`src/rtl/product_bcd_pkg.sv`:
```
// Shared definitions for the binary-product to BCD converter.
//   state_e        : converter FSM state encoding
//   BCD_ADJ_THRESH : digit value at or above which double-dabble adds 3
package product_bcd_pkg;

  typedef enum logic [1:0] {
    IDLE  = 2'd0,
    SHIFT = 2'd1,
    DONE  = 2'd2
  } state_e;

  localparam int unsigned BCD_ADJ_THRESH = 5;

endpackage

```
`src/rtl/product_bcd_conv_if.sv`:
```
// Handshake bus between the multiplier, the BCD converter and the display stage.
//   bin_in/in_valid/in_ready          : binary product input handshake
//   bcd_out/out_valid/out_ready       : packed BCD result handshake
//   digit_blank                       : per-digit leading-zero blank flags
// Modports: slave = converter side, master = producer/consumer side.
interface product_bcd_conv_if #(
  parameter int unsigned BIN_W  = 8,
  parameter int unsigned DIGITS = 3
);

  logic [BIN_W-1:0]    bin_in;
  logic                in_valid;
  logic                in_ready;
  logic [4*DIGITS-1:0] bcd_out;
  logic                out_valid;
  logic                out_ready;
  logic [DIGITS-1:0]   digit_blank;

  modport slave (
    input  bin_in, in_valid, out_ready,
    output in_ready, bcd_out, out_valid, digit_blank
  );

  modport master (
    output bin_in, in_valid, out_ready,
    input  in_ready, bcd_out, out_valid, digit_blank
  );

endinterface

```
`src/rtl/bcd_add3.sv`:
```
// Combinational double-dabble digit adjust: adds 3 to a BCD digit >= 5.
//   digit : 4-bit BCD digit before the shift
//   adj_c : adjusted digit (combinational)
module bcd_add3
  import product_bcd_pkg::*;
(
  input  logic [3:0] digit,
  output logic [3:0] adj_c
);

  assign adj_c = (digit >= 4'(BCD_ADJ_THRESH)) ? digit + 4'd3 : digit;

endmodule

```
`src/rtl/product_bcd_conv.sv`:
```
// Sequential double-dabble converter from an unsigned binary product to BCD.
// One bit is shifted per cycle; the result is published once, after all
// BIN_W shifts, so bcd_out never shows a partial conversion.
//   clk : rising-edge clock
//   clr : synchronous active-high reset
//   bus : product_bcd_conv_if.slave (bin_in/in_valid/in_ready,
//         bcd_out/out_valid/out_ready, digit_blank)
// Optional feature: define BCD_LEADING_ZERO_BLANK_EN to produce registered
// leading-zero blank flags; otherwise digit_blank is tied to zero.
module product_bcd_conv
  import product_bcd_pkg::*;
#(
  parameter int unsigned BIN_W  = 8,
  parameter int unsigned DIGITS = 3
) (
  input  logic                clk,
  input  logic                clr,
  product_bcd_conv_if.slave   bus
);

  localparam int unsigned BCD_W = 4 * DIGITS;
  localparam int unsigned CNT_W = $clog2(BIN_W + 1);

  state_e             state;
  logic [BCD_W-1:0]   scratch;
  logic [BCD_W-1:0]   scratch_adj;
  logic [BCD_W-1:0]   bcd_q;
  logic [BIN_W-1:0]   bin_q;
  logic [CNT_W-1:0]   cnt;
  logic               in_ready_q;
  logic               out_valid_q;
  logic               done_load;

  // Per-digit add-3 adjust applied before every shift
  for (genvar g = 0; g < int'(DIGITS); g++) begin : g_adj
    bcd_add3 u_add3 (
      .digit (scratch[4*g +: 4]),
      .adj_c (scratch_adj[4*g +: 4])
    );
  end

  // Last SHIFT cycle: all bits consumed, result is published on this edge
  assign done_load = (state == SHIFT) && (cnt == '0);

  // Converter FSM with registered handshake outputs
  always_ff @(posedge clk) begin
    if (clr) begin
      state       <= IDLE;
      scratch     <= '0;
      bin_q       <= '0;
      cnt         <= '0;
      bcd_q       <= '0;
      in_ready_q  <= 1'b1;
      out_valid_q <= 1'b0;
    end else begin
      case (state)
        IDLE: begin
          if (bus.in_valid) begin
            bin_q      <= bus.bin_in;
            cnt        <= CNT_W'(BIN_W);
            scratch    <= '0;
            in_ready_q <= 1'b0;
            state      <= SHIFT;
          end
        end
        SHIFT: begin
          if (cnt == '0) begin
            bcd_q       <= scratch;
            out_valid_q <= 1'b1;
            state       <= DONE;
          end else begin
            // {scratch, bin_q} shifted left as one register
            scratch <= {scratch_adj[BCD_W-2:0], bin_q[BIN_W-1]};
            bin_q   <= bin_q << 1;
            cnt     <= cnt - CNT_W'(1);
          end
        end
        DONE: begin
          if (bus.out_ready) begin
            out_valid_q <= 1'b0;
            in_ready_q  <= 1'b1;
            state       <= IDLE;
          end
        end
        default: state <= IDLE;
      endcase
    end
  end

  assign bus.in_ready  = in_ready_q;
  assign bus.out_valid = out_valid_q;
  assign bus.bcd_out   = bcd_q;

`ifdef BCD_LEADING_ZERO_BLANK_EN
  logic [DIGITS-1:0] blank_c;
  logic [DIGITS-1:0] blank_q;

  // Blank digit i when it and every digit above it are zero; units never blank
  always_comb begin
    logic zero_run;
    blank_c  = '0;
    zero_run = 1'b1;
    for (int i = int'(DIGITS) - 1; i > 0; i--) begin
      zero_run   = zero_run && (scratch[4*i +: 4] == 4'd0);
      blank_c[i] = zero_run;
    end
  end

  // Captured on the same edge as bcd_out so both always match
  always_ff @(posedge clk) begin
    if (clr) begin
      blank_q <= '0;
    end else if (done_load) begin
      blank_q <= blank_c;
    end
  end

  assign bus.digit_blank = blank_q;
`else
  logic unused_done_load;
  assign unused_done_load = done_load;
  assign bus.digit_blank  = '0;
`endif

endmodule

```
`src/flat_wrapper.sv`:
```
// flat-port wrapper written by rule: the top's interface ports become plain ports
module product_bcd_conv_flat import product_bcd_pkg::*;
#(
  parameter int unsigned BIN_W  = 8,
  parameter int unsigned DIGITS = 3
)
  (clk, clr, bus_bin_in, bus_in_valid, bus_out_ready, bus_in_ready, bus_bcd_out, bus_out_valid, bus_digit_blank);
  product_bcd_conv_if #(.BIN_W(BIN_W), .DIGITS(DIGITS)) bus_i ();
  input  logic clk;
  input  logic clr;
  input wire logic [$bits(bus_i.bin_in)-1:0] bus_bin_in;
  input wire logic [$bits(bus_i.in_valid)-1:0] bus_in_valid;
  input wire logic [$bits(bus_i.out_ready)-1:0] bus_out_ready;
  output wire logic [$bits(bus_i.in_ready)-1:0] bus_in_ready;
  output wire logic [$bits(bus_i.bcd_out)-1:0] bus_bcd_out;
  output wire logic [$bits(bus_i.out_valid)-1:0] bus_out_valid;
  output wire logic [$bits(bus_i.digit_blank)-1:0] bus_digit_blank;
  assign bus_i.bin_in = bus_bin_in;
  assign bus_i.in_valid = bus_in_valid;
  assign bus_i.out_ready = bus_out_ready;
  assign bus_in_ready = bus_i.in_ready;
  assign bus_bcd_out = bus_i.bcd_out;
  assign bus_out_valid = bus_i.out_valid;
  assign bus_digit_blank = bus_i.digit_blank;
  product_bcd_conv #(.BIN_W(BIN_W), .DIGITS(DIGITS)) u_core (.clk(clk), .clr(clr), .bus(bus_i));
endmodule
```
`config.mk`:
```
export PLATFORM = sky130hd
export DESIGN_NAME = product_bcd_conv_flat
export DESIGN_NICKNAME = d
export VERILOG_FILES = /design/src/rtl/product_bcd_pkg.sv /design/src/rtl/product_bcd_conv_if.sv /design/src/rtl/bcd_add3.sv /design/src/rtl/product_bcd_conv.sv /design/src/flat_wrapper.sv
export SDC_FILE = /design/constraint.sdc
export NUM_CORES = 1
export LEC_CHECK = 0
export CORE_ASPECT_RATIO = 1.5
export CORE_MARGIN = 2
export CORE_UTILIZATION = 29
export CTS_BUF_LIST = sky130_fd_sc_hd__clkbuf_8
export DETAILED_ROUTE_END_ITERATION = 8
export PLACE_DENSITY = 0.46
export SLEW_MARGIN = 5
export SYNTH_ARGS = -nofsm -noshare
export SYNTH_HDL_FRONTEND = slang
export SYNTH_SLANG_ARGS = --single-unit
```
`constraint.sdc`:
```
create_clock -name clk -period 1.5 [get_ports clk]
set_input_delay 0.15 -clock clk [delete_from_list [all_inputs] [get_ports clk]]
set_output_delay 0.15 -clock clk [all_outputs]
set_load 0.01 [all_outputs]
```
# ---- Word level (Yosys, flattened, before mapping)
# Index checks and enable logic that the tools add are counted.
dict set report word_totals {
  latchBits 0
  ram_bits 0
  mem_bits_ro 0
  register_bits 40
  in_bits 12
  out_inout_bits 17
  n_memories 0
  word_cells 52
}
dict set report classes {
  multipliers 0
  shift 0
  addsub 4
  mux 22
  bitwise_logic 0
  n_reduce_logical 10
  div_mod_pow 0
  eq_ne 6
  order_cmp 3
}
# cell n
set ops {}
lappend ops {{12-bit 2-to-1 mux} 2}
lappend ops {{12-bit case mux with 2 select lines} 1}
lappend ops {{4-bit 2-to-1 mux} 4}
lappend ops {{8-bit 2-to-1 mux} 2}
lappend ops {{8-bit case mux with 2 select lines} 1}
lappend ops {{4-bit by 3-bit greater-or-equal comparator with 1-bit output, second input constant} 3}
lappend ops {{3-bit AND reduction} 4}
lappend ops {{4-bit by 2-bit adder with 4-bit output, second input constant} 2}
lappend ops {{2-bit inequality test, second input constant} 4}
lappend ops {{4-bit case mux with 2 select lines} 1}
lappend ops {{2-bit 2-to-1 mux} 3}
lappend ops {{2-bit case mux with 3 select lines} 1}
lappend ops {{2-bit nonzero test} 3}
lappend ops {{4-bit zero test} 1}
lappend ops {{1-bit 2-to-1 mux} 4}
lappend ops {{1-bit case mux with 2 select lines} 2}
lappend ops {{4-bit by 1-bit subtractor with 4-bit output, second input constant} 1}
lappend ops {{3-bit by 2-bit adder with 3-bit output, second input constant} 1}
lappend ops {{3-bit 2-to-1 mux} 1}
lappend ops {{2-bit by 1-bit equality test with 1-bit output, second input constant} 1}
lappend ops {{2-bit equality test, second input constant} 1}
lappend ops {{2-bit zero test} 1}
lappend ops {{2-bit AND reduction} 1}

# ---- Depth between registers and ports, before layout
# Gate-level depths: netlist of the first run.
dict set report logic_depth {
  depth_word 4
  mapped_depth 7
  mapped_depth_nobuf 6
}

# ---- Cells and area by module
# A second synthesis of the first run with hierarchy kept.
dict set report hier_totals {
  cells_unflattened 257
  hier_area_um2 2039.5
}
# mod area_each_um2 instances cells_per_inst seq_area_each_um2
set by_module_without_submodules {}
lappend by_module_without_submodules {product_bcd_conv 1735.4 1 209 800.8}
lappend by_module_without_submodules {bcd_add3 101.3 3 16 0.0}

# ---- Worst setup path after synthesis of the first run
# OpenSTA, ideal clock, no wires.
dict set report synth_timing {
  path_type {flip-flop to flip-flop}
  startpoint {reg u_core.cnt[0]}
  endpoint {reg u_core.bin_q[5]}
  path_slack_ns -0.049
  arrival_ns 1.458
  path_stages_with_launch 8
  setup_time_ns 0.091
  t_required_ns 1.409
  synth_period_minus_slack_ns 1.549
  path_buffers 1
  cell_sequence {dfxtp_1 inv_1 ha_1 nor3b_4 a211oi_2 buf_2 nor2_1 a311oi_1}
}
dict set report synth_between {
  elab_chain_cells 3
}
# element line
set synth_lines {}
lappend synth_lines {{from (decl)} product_bcd_conv.sv:29} ;# logic [CNT_W-1:0] cnt;
lappend synth_lines {{from (signal assigned)} product_bcd_conv.sv:60} ;# cnt <= CNT_W'(BIN_W);
lappend synth_lines {{from (signal assigned)} product_bcd_conv.sv:75} ;# cnt <= cnt - CNT_W'(1);
lappend synth_lines {{4-bit zero test} n/a}
lappend synth_lines {{2-bit inequality test (no source line)} n/a}
lappend synth_lines {{3-bit AND reduction (no source line)} n/a}
lappend synth_lines {{to (signal assigned)} product_bcd_conv.sv:59} ;# bin_q <= bus.bin_in;
lappend synth_lines {{to (signal assigned)} product_bcd_conv.sv:74} ;# bin_q <= bin_q << 1;
lappend synth_lines {{to (decl)} product_bcd_conv.sv:28} ;# logic [BIN_W-1:0] bin_q;
# No other way between the ends.
# A chain may end at the register's enable or synchronous reset.

# ---- Worst setup path after layout of the first run
dict set report layout_timing {
  startpoint {reg u_core.cnt[0]}
  endpoint {reg u_core.bin_q[6]}
}
# Same word-level chain as after synthesis.

==> run_results.csv, run 1 <==
group,metric,value,unit
power_and_ir_drop,switching_power,0.000780,W
floorplan,floorplan.io_pins,29,
hold_path,hold_path_class,"in2reg",
synthesis,number_of_flops_mapped_to_enable_cells_by_yosys,0,
worst_setup_path,regToRegStartpoint,"u_core.cnt[0]$_SDFFE_PP0P_",
finish,design.final.nets,285,
placed_design,placedCellCount,329,
worst_setup_path,timing.critical_path.cells,"inv_2 > ha_4 > nor3b_4 > a211oi_4 > buf_6 > nor2_1 > a311oi_1",
synthesis,yosys.cell_count.top_type,"sky130_fd_sc_hd__nand2_1",
floorplan,core_area,6170,sq um
drt,drc_markers,0,
timing,unrepaired_setup_endpoints_after_global_routing,"true",
timing,setup_violators_final,11,
cts,cts.clk_slew.worst_paths,0.08,ns
placed_design,gpl.final_weighted_congestion,0.803,
timing,final_min_period_over_clock_period,1.03,
worst_setup_path,startpoint_type,"flop",
floorplan,rows,35,
placed_design,port_buffers,25,
drt,drt_pass1_iterations,4,
cts,ctsHtreeMaxLevel,2,
cts,worstSkewPairLatency,0.29,ns
drt,vias,1639,
timing,timing.final.hold_violations,0,
cts,cts_tree,"built",
synthesis,synth_largest_type_area_fraction,0.428,
drt,via_per_inst,4.82,
worst_setup_path,timing.critical_path.required,1.69,ns
placed_design,place_worst_setup_slack,-0.145,ns
synthesis,synth_top_cell_by_area,"sky130_fd_sc_hd__dfxtp_1",
worst_setup_path,critPathArrivalTime,1.74,ns
synthesis,syn_area,1870,sq um
synthesis,netlist_top_cells_count,"sky130_fd_sc_hd__nand2_1, sky130_fd_sc_hd__dfxtp_1, sky130_fd_sc_hd__a21oi_1",
cts,cts-buffers-inserted,5,
global_route,via_count_of_the_first_global_routing_pass,1567,
power_and_ir_drop,switching_share,0.286,
power_and_ir_drop,cellPowerDensity,1060,nW/um^2
cts,cts-root-buf,"sky130_fd_sc_hd__clkbuf_8",
drt,final_antenna_net_count,0,
finish,layout.core_utilization,0.417,
timing,fmax,649,MHz
power_and_ir_drop,design_internal_power,0.00195,W
hold_path,worstHoldStart,"bus_bin_in[0]",
finish,finish.cell_count_without_fillers,340,
worst_setup_path,end_kind,"flop",
worst_setup_path,reg2regPathDepth,7,
global_route,grt_overflow,0,
cts,post_cts_hold_buffer_count,0,
timing,skew,0.0111,ns
cts,clkSinkCount,40,
timing,setup-tns-final,-0.247,ns
timing,setup_ws,-0.0420,ns
power_and_ir_drop,power.clock.fraction,0.316,
synthesis,syn-instance-count,223,
synthesis,synth-seq-area-share,0.428,
synthesis,yosysWarnings,0,
status,violations,"negative setup slack",
finish,number_of_diodes,0,
synthesis,postSynthAreaPerCell,8.39,sq um
floorplan,die-area,7120,sq um
worst_setup_path,cpPeakStageDelay,0.34,ns
power_and_ir_drop,ir_worst_vdd,585,uV
worst_setup_path,rrSetupSlack,-0.04,ns
drt,drt_first_iter_violations,49,
hold_path,min_to,"u_core.bin_q[0]$_SDFFE_PP0P_",
synthesis,netlist-cell-type-count,40,
worst_setup_path,timing_worst_setup_path_type,"reg2reg",
timing,report.final.slew_viol_count,0,
global_route,number_of_antenna_violations_at_the_first_check_in_global_routing,0,
power_and_ir_drop,leakage,0.926,nW
floorplan,die_width,69.6,um
finish,final.fill_count,631,
finish,area_growth,37.7,%
hold_path,hold_depth,3,
synthesis,synth.top_cells.by_area,"sky130_fd_sc_hd__dfxtp_1, sky130_fd_sc_hd__nand2_1, sky130_fd_sc_hd__a21oi_1",
synthesis,yosys_most_used_dff,"sky130_fd_sc_hd__dfxtp_1",
synthesis,flops_latches_synth,40,
finish,share_of_post_route_cells_with_drive_strength_above_1,0.237,
worst_setup_path,crit_slowest_cell,"sky130_fd_sc_hd__dfxtp_2",
drt,detail_route.wirelength,4360,um
timing,fin_crit,1.54,ns
worst_setup_path,worst-path-max-fanout,8,
global_route,grt_max_degree,20,
floorplan,dieHeight,102,um
placed_design,dp_hpwl,3090,um
worst_setup_path,capture_instance_of_the_worst_register_to_register_path,"u_core.bin_q[6]$_SDFFE_PP0P_",
global_route,grt_usage,0.131,
power_and_ir_drop,power.share.sequential,0.436,
synthesis,share_of_synthesized_flip_flops_with_an_asynchronous_set_or_reset,0,
status,status,"finished with violations",
power_and_ir_drop,power.combinational.fraction,0.248,
floorplan,start_util,0.303,
cts,clockBufferDepth,2,
global_route,wire_length_of_the_first_global_routing_pass,7420,um
run,max_cap_check_violation_count,0,
drt,wire_per_inst,12.8,um
[cell type report]
cell class                 instances  area (sq um)  area share
clock inverter                     3          38.8      0.0151
multi-input combinational        161          1070       0.414
sequential                        40           807       0.313
tap                               74          92.6      0.0359
inverter                           9          33.8      0.0131
timing repair buffer              48           469       0.182
clock buffer                       5          68.8      0.0267
[worst max-delay path: cells and delay by family, from the launching register on]
family	cells	cell delay, ns
compound gates	2	0.52
fa+ha+maj	1	0.15
buf+inv	2	0.24
flops	1	0.34
simple gates	2	0.20
[placed cells by master (no fill, tap or decap), drive strengths merged, types with 5 or more instances in the layout]
master         netlist  final
clkdlybuf4s50        0     25
clkbuf               4      6
ha                   8      8
nand2b               5      5
inv                  9     10
nor2                18     18
o21ai                5      5
a21oi               24     24
dfxtp               40     40
nand2               47     47
buf                 11     22
a311oi               7      7
[worst max path at each step]
stage,from,to,slack (ns),cells past startpoint
after floorplan,u_core.cnt[1]$_SDFFE_PP0P_,u_core.scratch[2]$_SDFFE_PP0P_,0.002,7
after global placement,bus_in_valid,u_core.bin_q[5]$_SDFFE_PP0P_,-0.1,6
after detailed placement,bus_in_valid,u_core.bin_q[4]$_SDFFE_PP0P_,-0.15,6
after CTS,u_core.cnt[0]$_SDFFE_PP0P_,u_core.bin_q[4]$_SDFFE_PP0P_,-0.02,7
after global routing,u_core.cnt[1]$_SDFFE_PP0P_,u_core.bin_q[7]$_SDFFE_PP0P_,-0.12,7
final,u_core.cnt[0]$_SDFFE_PP0P_,u_core.bin_q[6]$_SDFFE_PP0P_,-0.04,7
[per-layer routing]
layer | routed length, um | track usage | up-vias
li1 | - | - | 842
met1 | 1780 | 0.142 | 760
met2 | 2340 | 0.249 | 29
met3 | 165 | 0.0256 | 8
met4 | 84 | 0.0543 | 0
met5 | 0 | 0 | -
[stage by stage]
step | hold slack, ns | cell area, sq um | power (W)
2_1_floorplan | 0.286 | 1900 | 0.00157
3_3_place_gp | 0.439 | 2300 | 0.00179
3_5_place_dp | 0.446 | 2300 | 0.00179
4_1_cts | 0.408 | 2420 | 0.00268
5_1_grt | 0.452 | 2580 | 0.00290
6_report | 0.429 | 2580 | 0.00273
[kinds of logic (layout without fill, tap and decap cells)]
| family | count (synthesis) | after routing | synth area share |
|---|---|---|---|
| other | 1 | 3 | 0.00200 |
| DFF | 40 | 40 | 0.428 |
| AOI/OAI and AO/OA | 52 | 52 | 0.181 |
| and+or+nand+nor | 93 | 93 | 0.243 |
| muxes | 1 | 1 | 0.00535 |
| adders and majority gates | 8 | 8 | 0.0535 |
| buffers and inverters | 24 | 65 | 0.0676 |
| xor gates and xnor gates | 4 | 4 | 0.0187 |
[repair_timing]
item,in CTS,in global routing
gates resized for setup,4,28
pin swaps,1,14
setup buffers,0,1
endpoints found under the hold margin,0,0
gates cloned,0,2
setup endpoints to repair,25,32
[flip-flops by register name, indices dropped and copies added (netlist names)]
signal                count
u_core.bin_q              8
u_core.bus.bcd_out       12
u_core.bus.in_ready       1
u_core.bus.out_valid      1
u_core.cnt                4
u_core.scratch           12
u_core.state              2
[power by group through the flow]
| stage | logic (W) | registers (W) | clock network, W |
|---|---|---|---|
| 2_1_floorplan | 0.000371 | 0.00120 | 0 |
| 3_3_place_gp | 0.000579 | 0.00121 | 0 |
| 3_5_place_dp | 0.000581 | 0.00121 | 0 |
| 4_1_cts | 0.000603 | 0.00118 | 0.000896 |
| 5_1_grt | 0.000752 | 0.00120 | 0.000941 |
| 6_report | 0.000678 | 0.00119 | 0.000862 |
Power figures use the tool's default switching activity.
==> run 2: changes to the inputs <==
Settings changed: CORE_MARGIN 2 to 4.
==> run 2 against run 1 <==
The run still ends with negative setup slack left. Total power is 3.1% higher. Clock skew is 0.0061 ns lower. Hold slack worse by 0.023 ns. Highest routed layer unchanged.
==> run_results.csv, run 2 (synthesis gave the netlist of run 1 again) <==
group,metric,value,unit
floorplan,dieHeight,106,um
drt,drc_markers,0,
power_and_ir_drop,switching_share,0.288,
cts,cts_tree,"built",
drt,via_per_inst,4.78,
drt,met3WireLength,132,um
placed_design,dp_hpwl,3210,um
hold_path,hold_path_class,"in2reg",
global_route,via_count_of_the_first_global_routing_pass,1559,
timing,timing.final.hold_violations,0,
run,max_cap_check_violation_count,0,
floorplan,die_width,73.6,um
drt,m1WireLength,1920,um
floorplan,rows,35,
finish,number_of_diodes,0,
timing,skew,0.00494,ns
finish,finish.cell_count_without_fillers,347,
cts,cts-root-buf,"sky130_fd_sc_hd__clkbuf_8",
cts,clockBufferDepth,2,
power_and_ir_drop,cellPowerDensity,1040,nW/um^2
finish,final_common_cell,"sky130_fd_sc_hd__nand2_1",
status,violations,"negative setup slack",
timing,report.final.slew_viol_count,0,
drt,wire_per_inst,13.1,um
timing,setup_violators_final,21,
floorplan,die-area,7830,sq um
cts,ctsHtreeMaxLevel,2,
timing,final_min_period_over_clock_period,1.05,
timing,worst_hold_slack,0.406,ns
placed_design,placedCellCount,335,
status,status,"finished with violations",
power_and_ir_drop,design_internal_power,0.00201,W
worst_setup_path,worst-path-max-fanout,6,
worst_setup_path,cpPeakStageDelay,0.42,ns
worst_setup_path,startpoint_type,"flop",
global_route,grt_overflow,0,
floorplan,core_area,6220,sq um
worst_setup_path,timing_worst_setup_path_type,"reg2reg",
power_and_ir_drop,p_total,0.00282,W
cts,clkSinkCount,40,
finish,final.fill_count,653,
drt,met2_length,2390,um
global_route,number_of_antenna_violations_at_the_first_check_in_global_routing,0,
worst_setup_path,timing.critical_path.required,1.73,ns
worst_setup_path,end_kind,"flop",
finish,multi_input_comb_area,1120,sq um
power_and_ir_drop,leakage,1.07,nW
finish,design.final.nets,292,
drt,route.top_layer_used,"met4",
floorplan,start_util,0.301,
finish,seq_area,810,sq um
worst_setup_path,timing.critical_path.cells,"inv_2 > ha_4 > or3b_4 > nor2_4 > clkbuf_16 > nand2_4 > a21oi_1",
finish,area_growth,44.5,%
power_and_ir_drop,ir_worst_vdd,461,uV
drt,vias,1658,
finish,share_of_post_route_cells_with_drive_strength_above_1,0.304,
drt,detail_route.wirelength,4540,um
global_route,wire_length_of_the_first_global_routing_pass,7360,um
power_and_ir_drop,switching_power,0.000811,W
power_and_ir_drop,power.share.sequential,0.422,
timing,setup_ws,-0.0786,ns
placed_design,place_worst_setup_slack,-0.0922,ns
drt,final_antenna_net_count,0,
finish,mostFrequentLayoutCells,"sky130_fd_sc_hd__nand2_1, sky130_fd_sc_hd__dfxtp_1, sky130_fd_sc_hd__clkdlybuf4s50_1",
drt,drt_first_iter_violations,88,
floorplan,floorplan.io_pins,29,
cts,cts-buffers-inserted,5,
timing,fmax,633,MHz
cts,worstSkewPairLatency,0.29,ns
global_route,grt_usage,0.119,
placed_design,port_buffers,25,
global_route,grt_max_degree,21,
cts,cts.clk_slew.worst_paths,0.08,ns
worst_setup_path,crit_slowest_cell,"sky130_fd_sc_hd__or3b_4",
placed_design,gpl.final_weighted_congestion,0.747,
timing,unrepaired_setup_endpoints_after_global_routing,"true",
worst_setup_path,critPathArrivalTime,1.81,ns
timing,fin_crit,1.58,ns
power_and_ir_drop,power.clock.fraction,0.309,
drt,drt_pass1_iterations,5,
power_and_ir_drop,power.combinational.fraction,0.269,
## run 2: final cells by class
class / count / share of cell area
Multi-Input combinational cell: 161 / 0.416
Sequential cell: 40 / 0.299
Timing Repair Buffer: 55 / 0.198
Tap cell: 74 / 0.0342
Clock buffer: 5 / 0.0255
Clock inverter: 3 / 0.0143
Inverter: 9 / 0.0125
## run 2: worst max-delay path: cells and delay by family, from the launching register on
family | cells | cell delay, ns
buffers and inverters | 2 | 0.26
and+or+nand+nor | 3 | 0.65
AOI/OAI and AO/OA | 1 | 0.13
adders and majority gates | 1 | 0.13
DFF | 1 | 0.34
## run 2: path summary, 6_finish.rpt
path                                          to                                from  slack [ns]  depth (start not counted)
max reg2reg  u_core.bus.bcd_out[11]$_SDFFE_PP0P_          u_core.cnt[0]$_SDFFE_PP0P_       -0.08                          7
min reg2reg   u_core.bus.bcd_out[7]$_SDFFE_PP0P_  u_core.bus.bcd_out[7]$_SDFFE_PP0P_        0.46                          2
min                 u_core.bin_q[0]$_SDFFE_PP0P_                       bus_bin_in[0]        0.41                          3
max          u_core.bus.bcd_out[11]$_SDFFE_PP0P_          u_core.cnt[0]$_SDFFE_PP0P_       -0.08                          7
## run 2: what timing repair did
action                     4_1_cts  5_1_grt
gates resized for setup          2       47
hold buffers                     0        0
cloned                           0        2
setup endpoints to repair       16       34
pin swaps                        0       17
setup buffers                    0        2
## run 2: per-layer routing
layer / GRT usage / vias to the layer above
li1: - / 856
met3: 0.0199 / 8
met1: 0.141 / 771
met2: 0.207 / 23
met4: 0.0505 / 0
met5: 0 / -
## run 2: power groups by stage
stage | clock network, W | logic, W | registers [W]
after floorplan | 0 | 0.000371 | 0.00120
after global placement | 0 | 0.000646 | 0.00121
after detailed placement | 0 | 0.000648 | 0.00121
after CTS | 0.000910 | 0.000652 | 0.00119
after global routing | 0.000932 | 0.000835 | 0.00120
final | 0.000871 | 0.000757 | 0.00119
## run 2: metrics by stage
step	utilization	TNS (ns)	instance area, sq um
2_1_floorplan	-	0	1900
3_3_place_gp	0.382	-0.544	2370
3_5_place_dp	0.382	-0.681	2370
4_1_cts	0.400	-0.349	2490
5_1_grt	0.435	-3.07	2700
6_report	0.435	-1.00	2700
